### src/rtl/cpu_pkg.sv
// Shared processor definitions: arbiter state encoding, port ownership codes
// and the default bus widths used by the CU, the memory and the arbiter.
package cpu_pkg;
    localparam int AW_DEF = 5;
    localparam int DW_DEF = 8;
    localparam int CNT_W  = 4;

    localparam logic OWNER_CU   = 1'b0;
    localparam logic OWNER_HOST = 1'b1;

    typedef enum logic [1:0] {
        IDLE,
        ACCESS,
        DONE
    } arb_state_t;
endpackage

### src/rtl/rr_arb2.sv
// Two-requester round-robin picker: req[0] is the CU, req[1] the host.
// The pointer remembers who was granted last and only moves on a real grant.
module rr_arb2
    import cpu_pkg::*;
(
    input  logic       clk,
    input  logic       rst_n,
    input  logic [1:0] req,
    input  logic       en,
    output logic [1:0] gnt
);
    logic last_host;

    always_comb begin
        gnt = req;
        if (req == 2'b11)
            gnt = last_host ? 2'b01 : 2'b10;
    end

    // Reset as if the host went last so the CU wins the first tie.
    always_ff @(posedge clk or negedge rst_n) begin
        if (!rst_n)
            last_host <= 1'b1;
        else if (en && (gnt != 2'b00))
            last_host <= gnt[OWNER_HOST];
    end
endmodule

### src/rtl/mem_arbiter.sv
// Serialises CU and host accesses onto the single memory port with WAIT
// access cycles per transaction; the host can lock the CU out while loading.
module mem_arbiter
    import cpu_pkg::*;
#(
    parameter int AW   = AW_DEF,
    parameter int DW   = DW_DEF,
    parameter int WAIT = 1
) (
    input  logic          clk,
    input  logic          rst_n,
    input  logic          cu_req,
    input  logic          cu_we,
    input  logic [AW-1:0] cu_addr,
    input  logic [DW-1:0] cu_wdata,
    output logic [DW-1:0] cu_rdata,
    output logic          cu_ack,
    output logic          cu_stall,
    input  logic          ho_req,
    input  logic          ho_we,
    input  logic [AW-1:0] ho_addr,
    input  logic [DW-1:0] ho_wdata,
    output logic [DW-1:0] ho_rdata,
    output logic          ho_ack,
    input  logic          ho_lock,
    output logic          mem_en,
    output logic          mem_we,
    output logic [AW-1:0] mem_addr,
    output logic [DW-1:0] mem_wdata,
    input  logic [DW-1:0] mem_rdata,
    output logic          owner
);
    arb_state_t       state;
    logic [CNT_W-1:0] cnt;
    logic [1:0]       req;
    logic [1:0]       gnt;
    logic             pick_host;

    assign req       = {ho_req, cu_req & ~ho_lock};
    assign pick_host = gnt[OWNER_HOST];
    assign cu_stall  = cu_req & ~cu_ack;

    rr_arb2 u_rr (
        .clk   (clk),
        .rst_n (rst_n),
        .req   (req),
        .en    (state == IDLE),
        .gnt   (gnt)
    );

    // mem_addr/mem_wdata double as the transaction latches; mem_en/mem_we
    // are only ever high in ACCESS, so no request path reaches the memory.
    always_ff @(posedge clk or negedge rst_n) begin
        if (!rst_n) begin
            state     <= IDLE;
            cnt       <= '0;
            cu_ack    <= 1'b0;
            ho_ack    <= 1'b0;
            cu_rdata  <= '0;
            ho_rdata  <= '0;
            mem_en    <= 1'b0;
            mem_we    <= 1'b0;
            mem_addr  <= '0;
            mem_wdata <= '0;
            owner     <= OWNER_CU;
        end else begin
            case (state)
                IDLE: begin
                    if (gnt != 2'b00) begin
                        owner     <= pick_host;
                        mem_addr  <= pick_host ? ho_addr  : cu_addr;
                        mem_wdata <= pick_host ? ho_wdata : cu_wdata;
                        mem_we    <= pick_host ? ho_we    : cu_we;
                        mem_en    <= 1'b1;
                        cnt       <= CNT_W'(WAIT);
                        state     <= ACCESS;
                    end
                end
                ACCESS: begin
                    cnt <= cnt - 1'b1;
                    if (cnt == CNT_W'(1)) begin
                        mem_en <= 1'b0;
                        mem_we <= 1'b0;
                        if (owner == OWNER_HOST) begin
                            ho_ack <= 1'b1;
                            if (!mem_we) ho_rdata <= mem_rdata;
                        end else begin
                            cu_ack <= 1'b1;
                            if (!mem_we) cu_rdata <= mem_rdata;
                        end
                        state <= DONE;
                    end
                end
                DONE: begin
                    cu_ack <= 1'b0;
                    ho_ack <= 1'b0;
                    state  <= IDLE;
                end
                default: state <= IDLE;
            endcase
        end
    end
endmodule

### config.mk
export PLATFORM = sky130hd
export DESIGN_NAME = mem_arbiter
export DESIGN_NICKNAME = d
export VERILOG_FILES = /design/src/rtl/cpu_pkg.sv /design/src/rtl/rr_arb2.sv /design/src/rtl/mem_arbiter.sv
export SDC_FILE = /design/constraint.sdc
export NUM_CORES = 1
export LEC_CHECK = 0
export BUFFER_PORTS_ARGS = -buffer_cell sky130_fd_sc_hd__buf_2
export CORE_MARGIN = 2
export CORE_UTILIZATION = 46
export CTS_BUF_LIST = sky130_fd_sc_hd__clkbuf_8
export DETAILED_ROUTE_END_ITERATION = 8
export PLACE_DENSITY = 0.84
export SYNTH_ARGS = -nofsm -noshare
export SYNTH_HDL_FRONTEND = slang
export SYNTH_HIERARCHICAL = 1
export SYNTH_SLANG_ARGS = --single-unit
### constraint.sdc
create_clock -name clk -period 3.4 [get_ports clk]
set_input_delay 0.51 -clock clk [delete_from_list [all_inputs] [get_ports clk]]
set_output_delay 0.51 -clock clk [all_outputs]
set_load 0.005 [all_outputs]
==> flow_metrics.tcl <==
set metrics [dict create \
    drt-total-wl_microns 3870 \
    end_kind "flop" \
    fin_ws_ns 1.56 \
    yosys_warnings 6 \
    synth_fa_ha_area_frac 0.0138 \
    grt_pass1_vias 1448 \
    clock_skew_ns 0.00446 \
    die_w_microns 66.7 \
    syn_nets 191 \
    cts.sinks 41 \
    num_vias 1427 \
    yosys.area_share.xor_xnor 0 \
    start_util 0.487 \
    final-setup-viol-count 0 \
    worstPathRequired_ns 3.57 \
    ctsRootBufferMaster "clkbuf_8" \
    hold_violations 0 \
    fin_nets 268 \
    yosysTopAreaCellShare 0.553 \
    cts_tree "done" \
    ir_drop_uv 555 \
    coreArea_sq_um 3720 \
    clock.fmax_ghz 0.542 \
    place_congestion 0.784 \
    overflow 0 \
    holdWs_ns 0.342 \
    grt_pass1_wl_microns 6390 \
    yosys.area_share.simple 0.0747 \
    status "completed" \
    path_cells "buf_2 -> nor2b_1 -> a21boi_2 -> nor2_1 -> nor2_1 -> a21o_1" \
    drive_above_1_share 0.460 \
    postCtsSetupBuffers 0 \
    clk_pin_slew_ns 0.07 \
    start_kind "input pin" \
    drt-vias-per-instance 5.21 \
    syn2layout_area_growth_pct 27.5 \
    critPathKind "in -> reg" \
    min_period_over_period 0.543 \
    firstDrtPassIters 4 \
    die_y_microns 66.7 \
    syn_area_sq_um 1810 \
    rsz0062_at_grt "false" \
    wl_per_cell_microns 14.1 \
    slew_headroom 0.406 \
    place_ws_ns 1.28 \
    remaining_drc_errors 0 \
    synth_compound_area_frac 0.129 \
    cp_slowest_cell "nor2_1" \
    synth_top_family_by_area "multiplexers" \
    synth.area.top_cells "dfrtp_1 (55%), mux2_2 (10%), mux2i_1 (8.9%)" \
    hold_class "in -> async" \
    synth-edff-count 0 \
    hpwl_microns 2970 \
    finalSetupTns_ns 0 \
    p_leak_uw 0.00118 \
    ant_nets 0 \
    cts_max_path_buffers 2 \
    timing.critical_path.mode_cell "nor2_1" \
    std_cell_rows 22 \
    tightest_slew_ns 0.887 \
    grt_max_degree 42 \
    synthFlopType "dfrtp_1" \
    slew_viol_final 0 \
    ys_ff_latch 41 \
    synth_top_area_cell "dfrtp_1" \
    fin_crit_ns 1.84 \
    cts_hold_buf 0 \
    muxShareOfSynthArea 0.188 \
    grt_usage 0.192 \
    synthCells 148 \
    io_buffers 75 \
    cts_resized 0 \
    io_pins 76 \
    arrival_ns 2.02 \
    worst-path-max-fanout 17 \
    numCtsBuffers 5 \
    n_antenna_cell 0 \
    antenna_found_initial 0 \
    dr.first_iter.drc_count 61 \
    cts_max_level 2 \
    ys_seq_area_frac 0.568 \
    cp_slowest_stage_delay_ns 0.71 \
    p_per_area_nw_per_um2 849 \
    die-area_sq_um 4450 \
    yosysUniqueCellTypes 30 \
    clk_latency_ns 0.27 \
    cap_violations 0 \
    synth_area_per_cell_sq_um 12.2 \
    async_reset_ff_frac 1.00 \
]
## kinds of logic after synthesis
| family | after synthesis |
|---|---|
| mux | 32 |
| flops | 41 |
| fa+ha+maj | 2 |
| simple gates | 20 |
| buf+inv | 11 |
| compound gates | 42 |
## placed cells by master (no fill, tap or decap), types with 2 or more instances in the layout
master / n
a21oi_1: 2
a22o_1: 2
buf_2: 75
clkbuf_8: 5
dfrtp_1: 40
ha_1: 2
inv_1: 7
mux2_2: 16
mux2i_1: 16
nand2_1: 5
nand2b_1: 2
nor2_1: 5
nor2b_1: 2
o21ai_0: 30
o22ai_1: 2
## report_power, final
| group | leakage [uW] | total [uW] | switching, uW | internal (uW) |
|---|---|---|---|---|
| clock network | 0.0000519 | 283 | 146 | 137 |
| logic | 0.000635 | 795 | 397 | 398 |
| registers | 0.000490 | 879 | 147 | 732 |
| total | 0.00118 | 1960 | 690 | 1270 |
## per-layer routing
layer,wire (microns),vias to the layer above,GRT usage
met4,38,0,0.0740
li1,-,682,-
met3,141,2,0.0338
met2,2130,35,0.343
met1,1560,708,0.228
met5,0,-,0
## flip-flops by register name (all words and copies together), names as in the netlist, 2 cells and up
name,cells
state,2
mem_addr,5
cnt,4
cu_rdata,8
ho_rdata,8
mem_wdata,8
## layout make-up
type,instances,area [sq um]
fillers,322,1410
flip-flops and latches,41,1030
multi-input cells,96,737
repair buffers,76,383
clock buffers,5,68.8
well taps,48,60.1
inverters,5,18.8
clock inverters,3,11.3
## critical path, delay by kind of cell
family,cells,cell delay (ns)
simple gates,3,1.08
compound gates,2,0.34
buf+inv,1,0.09
## synthesized netlist by cell type, types with 2 or more instances
library cell and instances:
buf_2 3, inv_1 4, clkbuf_1 2, nand2b_1 2, dfrtp_1 40, o22ai_1 2, nor2_1 5, a21oi_1 2
mux2_2 16, a22o_1 2, nand2_1 5, mux2i_1 16, ha_1 2, nor2b_1 2, o21ai_0 30
## final timing paths
check / start / endpoint / slack, ns / cells past startpoint
worst max-delay path: cu_req / mem_en / 1.56 / 6
worst max register to register: u_rr/last_host / mem_en / 1.56 / 4
worst min register to register: mem_en / mem_en / 0.50 / 1
worst min-delay path: rst_n / mem_wdata[3] / 0.34 / 1
min in group clk: mem_rdata[3] / cu_rdata[3] / 0.48 / 2
max in group asynchronous: rst_n / ho_rdata[4] / 2.52 / 1
## stage by stage
step                instance area [sq um]  power, uW  utilization  instances
floorplan                            1810       1350            -        148
global placement                     2230       1660        0.599        266
detailed placement                   2230       1690        0.599        266
CTS                                  2310       1980        0.621        274
global route                         2310       2110        0.621        274
finish                               2310       1960        0.621        274
Power figures use the tool's default switching activity.
